`src/rtl/instr_fetch.sv`:
```
// Multi-cycle instruction fetch unit: FETCH -> EXEC -> FETCH sequencer with branch redirect and sticky HALT.
// Optional fetch watchdog enabled by defining FETCH_TIMEOUT_EN.
module instr_fetch #(
   parameter logic [31:0] RESET_PC    = 32'h0000_0000,
   parameter int          TIMEOUT_CYC = 255
) (
   input  logic        clk,
   input  logic        rst_n,
   output logic [31:0] IMemAddr,
   output logic        IMemReq,
   input  logic        IMemValid,
   input  logic [31:0] IMemRData,
   input  logic        NextPCSrc,
   input  logic [31:0] ALURes,
   input  logic        Hold,
   output logic [31:0] Instr,
   output logic [31:0] PC,
   output logic [31:0] PCInc,
   output logic        InstrValid,
   output logic [1:0]  Fault
);

   localparam logic [1:0]  ST_FETCH = 2'd0;
   localparam logic [1:0]  ST_EXEC  = 2'd1;
   localparam logic [1:0]  ST_HALT  = 2'd2;
   localparam logic [31:0] NOP      = 32'h0000_0013;

   logic [1:0]  state_reg;
   logic [31:0] pc_reg;
   logic [31:0] instr_reg;
   logic [1:0]  fault_reg;
   logic        run_reg;
   logic        timeout_hit;
   logic [31:0] target;
   logic        unused_alu_lsb;

   assign target         = {ALURes[31:1], 1'b0};
   assign unused_alu_lsb = ALURes[0];

`ifdef FETCH_TIMEOUT_EN
   localparam logic [8:0] TO_LIM = 9'(TIMEOUT_CYC);
   logic [7:0] cnt_reg;

   // Counts consecutive FETCH cycles without data; idle in any other state so entry to FETCH starts at zero.
   always_ff @(posedge clk or negedge rst_n) begin
      if (!rst_n) begin
         cnt_reg <= 8'd0;
      end else if (run_reg) begin
         if (state_reg != ST_FETCH || IMemValid) begin
            cnt_reg <= 8'd0;
         end else begin
            cnt_reg <= cnt_reg + 8'd1;
         end
      end
   end

   assign timeout_hit = (({1'b0, cnt_reg} + 9'd1) == TO_LIM);
`else
   logic unused_timeout;
   assign unused_timeout = (TIMEOUT_CYC == 0);
   assign timeout_hit    = 1'b0;
`endif

   // run_reg holds the machine idle for the first edge after reset release and
   // kills the request/commit strobes asynchronously while reset is asserted.
   always_ff @(posedge clk or negedge rst_n) begin
      if (!rst_n) begin
         state_reg <= ST_FETCH;
         pc_reg    <= RESET_PC;
         instr_reg <= NOP;
         fault_reg <= 2'b00;
         run_reg   <= 1'b0;
      end else begin
         run_reg <= 1'b1;
         if (run_reg) begin
            case (state_reg)
               ST_FETCH: begin
                  if (IMemValid) begin
                     instr_reg <= IMemRData;
                     state_reg <= ST_EXEC;
                  end else if (timeout_hit) begin
                     fault_reg <= 2'b10;
                     state_reg <= ST_HALT;
                  end
               end
               ST_EXEC: begin
                  if (!Hold) begin
                     if (!NextPCSrc) begin
                        pc_reg    <= pc_reg + 32'd4;
                        state_reg <= ST_FETCH;
                     end else if (!target[1]) begin
                        pc_reg    <= target;
                        state_reg <= ST_FETCH;
                     end else begin
                        fault_reg <= 2'b01;
                        state_reg <= ST_HALT;
                     end
                  end
               end
               default: begin
               end
            endcase
         end
      end
   end

   assign IMemAddr   = pc_reg;
   assign IMemReq    = run_reg && (state_reg == ST_FETCH);
   assign InstrValid = run_reg && (state_reg == ST_EXEC);
   assign Instr      = instr_reg;
   assign PC         = pc_reg;
   assign PCInc      = pc_reg + 32'd4;
   assign Fault      = fault_reg;

endmodule

```
`config.mk`:
```
export PLATFORM = sky130hd
export DESIGN_NAME = instr_fetch
export DESIGN_NICKNAME = d
export VERILOG_FILES = /design/src/rtl/instr_fetch.sv
export SDC_FILE = /design/constraint.sdc
export NUM_CORES = 1
export LEC_CHECK = 0
export ABC_AREA = 1
export CAP_MARGIN = 20
export CORE_MARGIN = 2
export CORE_UTILIZATION = 30
export DETAILED_ROUTE_END_ITERATION = 8
export DONT_BUFFER_PORTS = 1
export SYNTH_ARGS = -nofsm -noshare
export SYNTH_HDL_FRONTEND = slang
export SYNTH_SLANG_ARGS = --single-unit
```
`constraint.sdc`:
```
create_clock -name clk -period 2.1 [get_ports clk]
set_input_delay 0.42 -clock clk [delete_from_list [all_inputs] [get_ports clk]]
set_output_delay 0.42 -clock clk [all_outputs]
set_load 0.02 [all_outputs]
```
==> metrics.md, run 1 <==
| Metric | Value |
|---|---|
| Status | `complete, but fails checks` |
| Violated checks | `setup timing` |
| Crit Path Category | `flip-flop to primary output` |
| Measured slew at the worst slew-check pin | `0.639 ns` |
| LEAKAGE | `2.41 nW` |
| Worst r2r src | `IMemAddr[3]` |
| Setup crit end kind | `primary output` |
| Vias in the first global route | `3543` |
| First-pass GRT wire length | `18.1 mm` |
| Warnings from Yosys | `0` |
| Distinct cells, synth | `27` |
| Reg power frac | `39.3%` |
| Die H | `119 um` |
| Largest cells by area after synthesis | `dfrtp_1 (39%), nand2_1 (14%), mux2_2 (9.0%)` |
| Drc violations | `0` |
| Critical path required time | `1.68 ns` |
| Mapped cell area | `3990 sq um` |
| Sequential Area | `1660 sq um` |
| Final Power | `0.00346 W` |
| Mean Syn Cell Area | `7.65 sq um` |
| Max_slew headroom | `57.3%` |
| Routed wire length | `11.8 mm` |
| Largest family of logic cells by synthesized area | `simple AND/OR/NAND/NOR gates` |
| Layout net count | `622` |
| Vias per cell | `4.65` |
| CTS tree | `built` |
| RSZ-0062 raised after global routing | `true` |
| Fillers | `1380` |
| Post-synth top area cell | `dfrtp_1` |
| Worst-Skew Late Latency | `0.33 ns` |
| PortBufs | `0` |
| Crit-path cells | `ha_4, nand2_4, nor2_4, buf_4, nand2_4, nor2_4, nand3_2, nand2_4` |
| Dpl ws | `0.0929 ns` |
| Adder-cell area share of the yosys netlist | `0.313%` |
| Die area | `14200 sq um` |
| Largest register FFs | `32` |
| Gr usage total | `16.5%` |
| Core area | `13100 sq um` |
| GPL Wtd Cong | `0.846` |
| Crit path DAT | `1.72 ns` |
| Worst hold path type | `primary input to flip-flop` |
| Switching part of the total | `29.6%` |
| Dpl hpwl | `8.68 mm` |
| Fin crit share | `102%` |
| Wire per inst | `16.1 um` |
| Worst Setup Slack, final | `-0.0361 ns` |
| DRT Pass-1 Iters | `4` |
| Xor/xnor share of the synthesized area | `1.32%` |
| Sw power | `0.00102 W` |
| Root buffer selected by CTS | `clkbuf_16` |
| Worst Path Buf+Inv | `1` |
| Largest net degree at the start of global routing | `67` |
| Die Width | `119 um` |
| CP Max Fanout | `4` |
| Share of total power in the clock network | `44.2%` |
| Clk_skew | `0.00361 ns` |
| Comb pwr share | `16.5%` |
| Slowest Stage Delay on Critical Path | `0.43 ns` |
| H-tree depth | `3` |
| Gate Count Post-Synth | `522` |
| Post-synthesis sequential area ratio | `41.5%` |
| Num CTS Buffers | `9` |
| Critical Path Source Type | `flip-flop` |
| Layout cell share with drive strength beyond 1 | `35.7%` |
| Synth Area in Compound Gates | `5.73%` |
| Peak supply drop | `0.362 mV` |
| Worst Setup SP | `IMemAddr[3]` |
| Slowest CP cell | `dfrtp_1` |
| Final setup fails | `6` |
| Max-slew violation count | `0` |
| Initial antenna violation count | `2` |
| Period minus WS final | `2.14 ns` |
| Power per cell area | `687 nW/um^2` |
| Clock buffer depth | `2` |
| Area grow syn2layout | `26.1%` |
| Mux cell area share after synthesis | `9.03%` |
| Hold_ws | `0.231 ns` |
| Row count | `42` |
| Seq cells post-synth | `66` |
| Clock transition at the registers of the reported paths | `0.06 ns` |
| CTS sink cnt | `66` |
| Max-cap check violation count | `0` |
| Initial Util | `30.4%` |
| Final Hold Viols | `0` |
| IO Count | `201` |
| Vias post-DR | `3416` |
| Area of the multi-input gates | `2150 sq um` |
| Yosys top cell area share | `39.5%` |
| DR iter-0 viols | `121` |
| Overflow left after global routing | `0` |
| Most frequent CP cell | `nand2_4` |
| Max Clk Rate | `468 MHz` |
| Post-route ant nets | `0` |
| Delay-heaviest family, CP | `simple AND/OR/NAND/NOR gates` |
| Internal Power | `0.00244 W` |
| Post-synthesis simple-gate area fraction | `28.1%` |
| Hold Crit Start | `IMemRData[10]` |
worst register-to-register path: stages, from the launching register on:
cell	delay (ns)
dfrtp_1	0.43
ha_4	0.17
nand2_4	0.06
nor2_4	0.13
nand3b_1	0.22
nor2_1	0.15
nand2_1	0.09
buf_4	0.13
buf_4	0.12
buf_6	0.10
buf_6	0.11
nand3_4	0.06
nand2_2	0.04
nand2_1	0.05
stage by stage:
stage          cell area (sq um)  setup TNS [ns]  cells  util [%]
2_1_floorplan               4020               0    528         -
3_3_place_gp                4170               0    695      31.8
3_5_place_dp                4170               0    695      31.8
4_1_cts                     4730          -0.451    725      36.0
5_1_grt                     5030           -1.10    733      38.3
6_report                    5030         -0.0920    734      38.3
worst paths after layout:
check	cells past startpoint	endpoint	slack, ns
worst max-delay path	8	PCInc[24]	-0.04
worst min-delay path	1	Instr[10]	0.23
worst max register to register	13	IMemAddr[20]	0.17
worst min register to register	2	state_reg[0]	0.52
max in group asynchronous	2	Instr[1]	1.17
min in group asynchronous	2	Instr[22]	0.62
cells in the mapped netlist:
| library cell | count |
|---|---|
| clkbuf_1 | 4 |
| dfstp_2 | 3 |
| nor2_4 | 3 |
| nand3b_1 | 2 |
| nand2_1 | 154 |
| a31oi_1 | 2 |
| dfrtp_1 | 63 |
| nand3_1 | 26 |
| a21oi_1 | 10 |
| nor2_2 | 4 |
| inv_1 | 46 |
| o22ai_1 | 5 |
| ha_1 | 1 |
| xor2_1 | 5 |
| o21ai_1 | 2 |
| nor3_4 | 1 |
| buf_4 | 38 |
| buf_6 | 5 |
| nand2_2 | 4 |
| conb_1 | 2 |
| inv_2 | 1 |
| nor2_1 | 78 |
| xnor2_1 | 1 |
| nand4_1 | 1 |
| buf_2 | 4 |
| o21ai_0 | 25 |
| mux2_2 | 32 |
final cells by class:
class / count / area share (%)
Inverter: 47 / 3.50
Multi-Input combinational cell: 364 / 42.6
Clock inverter: 6 / 1.32
Tap cell: 176 / 4.37
Clock buffer: 10 / 4.75
Antenna cell: 1 / 0.0497
Timing Repair Buffer: 64 / 10.4
Sequential cell: 66 / 33.0
layout by cell type, fill, tap and decap left out, types with 4 or more instances in the layout:
cell	n
clkbuf_16	9
nor2_1	62
nand2_4	15
conb_1	8
o21ai_1	4
buf_6	6
o22ai_1	5
nand3_1	18
inv_1	46
a21oi_1	10
nand2_2	28
nor2_2	12
nand2_1	115
nand3_2	7
xor2_1	4
dfrtp_1	60
nor2_4	11
o21ai_0	20
mux2_2	32
buf_4	56
cell families (layout without fill, tap and decap cells):
kind of cell    after synthesis  count (layout)
fa+ha+maj                     1               1
flops                        66              66
simple gates                273             273
other cells                   2               9
mux                          32              32
compound gates               44              44
buf+inv                      98             127
xor+xnor                      6               6
timing repair:
action	CTS	global route
endpoints found under the setup margin	22	25
gates resized for setup	41	67
pin swaps	14	32
cloned	0	0
hold buffers	2	0
setup buffers	12	9
endpoints found under the hold margin	66	0
per-layer routing:
layer	up-vias	part of all wire (%)	global-route usage [%]
met4	2	1.8	6.91
met1	1593	38	17.1
li1	1655	-	-
met5	-	0.11	0
met3	20	11	8.48
met2	146	49	28.2
power by group through the flow:
stage | sequential (W) | combinational [W] | clock [W]
floorplan | 0.00143 | 0.000334 | 0
global placement | 0.00138 | 0.000459 | 0
detailed placement | 0.00138 | 0.000465 | 0
CTS | 0.00136 | 0.000522 | 0.00157
global route | 0.00137 | 0.000619 | 0.00161
finish | 0.00136 | 0.000569 | 0.00153
Power figures use the tool's default switching activity.
==> inputs of run 2 (changes only) <==
--- a/config.mk
+++ b/config.mk
@@ -11,6 +11,7 @@
 export CORE_UTILIZATION = 30
 export DETAILED_ROUTE_END_ITERATION = 8
 export DONT_BUFFER_PORTS = 1
+export PLACE_DENSITY = 0.47
 export SYNTH_ARGS = -nofsm -noshare
 export SYNTH_HDL_FRONTEND = slang
 export SYNTH_SLANG_ARGS = --single-unit
==> run 2 against run 1 <==
Clock skew increased by 0.0039 ns. First-iteration DRC count increased by 36%. Worst hold slack lost 0.0064 ns. Maximum frequency down 1.4%. Register-to-register slack gained 0.13 ns. Sequential power is essentially flat. The run still ends with setup timing left.
==> metrics.md, run 2 (synthesis gave the netlist of run 1 again) <==
| Metric | Value |
|---|---|
| Clock buffer depth | `2 (unchanged)` |
| Measured slew at the worst slew-check pin | `0.748 ns (+0.108 ns)` |
| Wire per inst | `16.3 um (+1.4%)` |
| Num CTS Buffers | `9 (unchanged)` |
| Initial antenna violation count | `0 (-2)` |
| Worst Setup Slack, final | `-0.0665 ns (-0.0304 ns)` |
| Clk_skew | `0.00747 ns (+0.00386 ns)` |
| Status | `complete, but fails checks` |
| Final Util | `38.4% (+0.086 points)` |
| Area grow syn2layout | `26.4%` |
| Reg2Reg Depth | `12 (-1)` |
| Worst Path Buf+Inv | `1 (unchanged)` |
| Crit-path cells | `ha_2, nand2_4, nor2_4, buf_4, nand2_8, nor2_4, nand2_1, nand2_2, nand2_4` |
| Crit path DAT | `1.75 ns (+0.03 ns)` |
| First-pass GRT wire length | `18.2 mm (+0.34%)` |
| Layout net count | `622 (unchanged)` |
| Violated checks | `setup timing` |
| IO Count | `201 (unchanged)` |
| Slowest Stage Delay on Critical Path | `0.37 ns (-0.06 ns)` |
| Switching part of the total | `30.0% (+0.40 points)` |
| Critical path required time | `1.68 ns (about the same)` |
| Post-Layout Cell Count | `733 (-0.14%)` |
| Die Width | `119 um (unchanged)` |
| Die area | `14200 sq um (unchanged)` |
| Share of total power in the clock network | `44.4% (+0.2 points)` |
| Drc violations | `0 (unchanged)` |
| Final setup fails | `9 (+3)` |
| Total stage count of the critical path | `9 (+1)` |
| Fin crit share | `103% (+1.4 points)` |
| Vias per cell | `4.69 (+0.87%)` |
| CTS tree | `built` |
| Worst-Skew Late Latency | `0.34 ns (about the same)` |
| Post-route ant nets | `0 (unchanged)` |
| Die H | `119 um (unchanged)` |
| Gr usage total | `16.6% (+0.11 points)` |
| Largest net degree at the start of global routing | `67 (unchanged)` |
| Vias in the first global route | `3426 (-3.3%)` |
| DR iter-0 viols | `164 (+36%)` |
| Max-slew violation count | `0 (unchanged)` |
| Most frequent cells in the layout | `nand2_1 (113), nor2_1 (63), dfrtp_1 (61)` |
| Critical Path Source Type | `flip-flop` |
| Setup crit end kind | `primary output` |
| H-tree depth | `3 (unchanged)` |
| Overflow left after global routing | `0 (unchanged)` |
| Max_slew headroom | `50.0% (-7.3 points)` |
| Fillers | `1356 (-1.7%)` |
| Final Hold Viols | `0 (unchanged)` |
| Slowest CP cell | `dfrtp_1` |
| Vias post-DR | `3441 (+0.73%)` |
| Final Power | `0.00348 W (+0.62%)` |
| Largest register FFs | `32 (unchanged)` |
| Dpl cells | `693 (-0.29%)` |
| Hold-critical path depth | `1 (unchanged)` |
| CP Max Fanout | `4 (unchanged)` |
| CTS sink cnt | `66 (unchanged)` |
| Root buffer selected by CTS | `clkbuf_16` |
| RSZ-0062 raised after global routing | `true` |
| Hold_ws | `0.225 ns (-0.00640 ns)` |
| DRT Pass-1 Iters | `4 (unchanged)` |
| Ant diodes | `0 (-1)` |
| LEAKAGE | `2.41 nW (-0.14%)` |
| Row count | `42 (unchanged)` |
| Max Clk Rate | `462 MHz (-1.4%)` |
| Clock transition at the registers of the reported paths | `0.06 ns (about the same)` |
| Initial Util | `30.4% (unchanged)` |
| Core area | `13100 sq um (unchanged)` |
| Delay-heaviest family, CP | `simple AND/OR/NAND/NOR gates` |
| Routed wire length | `12.0 mm (+1.3%)` |
| Commonest non-fill, non-tap cell in the layout | `nand2_1` |
| Comb pwr share | `16.6% (about the same)` |
| Crit Path Category | `flip-flop to primary output` |
| Sw power | `0.00105 W (+2.0%)` |
| GPL Wtd Cong | `0.813 (-3.9%)` |
| Layout cell share with drive strength beyond 1 | `35.9% (+0.18 points)` |
| Max-cap check violation count | `0 (unchanged)` |
| Reg power frac | `39.0% (-0.3 points)` |
| Peak supply drop | `0.505 mV (+39%)` |
| Period minus WS final | `2.17 ns (+0.0304 ns)` |
| Dpl hpwl | `8.31 mm (-4.3%)` |
| Internal Power | `0.00244 W (about the same)` |
| Power per cell area | `690 nW/um^2 (+0.40%)` |
| PortBufs | `0 (unchanged)` |
| Worst hold path type | `primary input to flip-flop` |
run 2: final cells by class:
cell class | instances | area [sq um] | area share, %
tap | 176 | 220 | 4.36
multi-input combinational | 364 | 2180 | 43.1
clock buffer | 10 | 239 | 4.74
sequential | 66 | 1660 | 32.9
inverter | 47 | 176 | 3.50
clock inverter | 6 | 66.3 | 1.31
timing repair buffer | 64 | 510 | 10.1
run 2: power by group through the flow:
stage	Sequential (W)	Combinational, W	Clock, W
after floorplan	0.00143	0.000334	0
after global placement	0.00138	0.000455	0
after detailed placement	0.00138	0.000459	0
after CTS	0.00135	0.000522	0.00160
after global routing	0.00136	0.000625	0.00166
final	0.00136	0.000577	0.00155
run 2: through the flow:
stage | setup slack (ns) | TNS [ns] | area, sq um
after global routing | -0.188 | -1.72 | 5050
after detailed placement | 0.113 | 0 | 4160
after global placement | 0.126 | 0 | 4160
final | -0.0665 | -0.300 | 5050
after CTS | -0.0855 | -0.428 | 4680
after floorplan | 0.190 | 0 | 4020
run 2: worst paths after layout:
path | from | slack, ns | endpoint
min in group asynchronous | rst_n | 0.64 | IMemAddr[18]
hold reg to reg | state_reg[1] | 0.51 | state_reg[1]
hold / removal | IMemRData[6] | 0.22 | Instr[6]
max in group asynchronous | rst_n | 1.10 | Instr[4]
setup / recovery | IMemAddr[2] | -0.07 | PCInc[24]
setup reg to reg | IMemAddr[2] | 0.30 | IMemAddr[26]
run 2: layer usage:
layer / vias up / global-route usage [%] / wire [um]
met1: 1624 / 18.8 / 4790
met5: - / 0 / 0
met4: 0 / 5.29 / 207
met3: 14 / 7.61 / 1090
met2: 153 / 27.9 / 5880
li1: 1650 / - / -
run 2: what timing repair did:
item | 4_1_cts | 5_1_grt
hold endpoints to repair | 66 | 0
hold buffers | 2 | 0
pin swaps | 13 | 32
setup buffers | 4 | 18
resized for setup | 48 | 59
endpoints found under the setup margin | 24 | 25
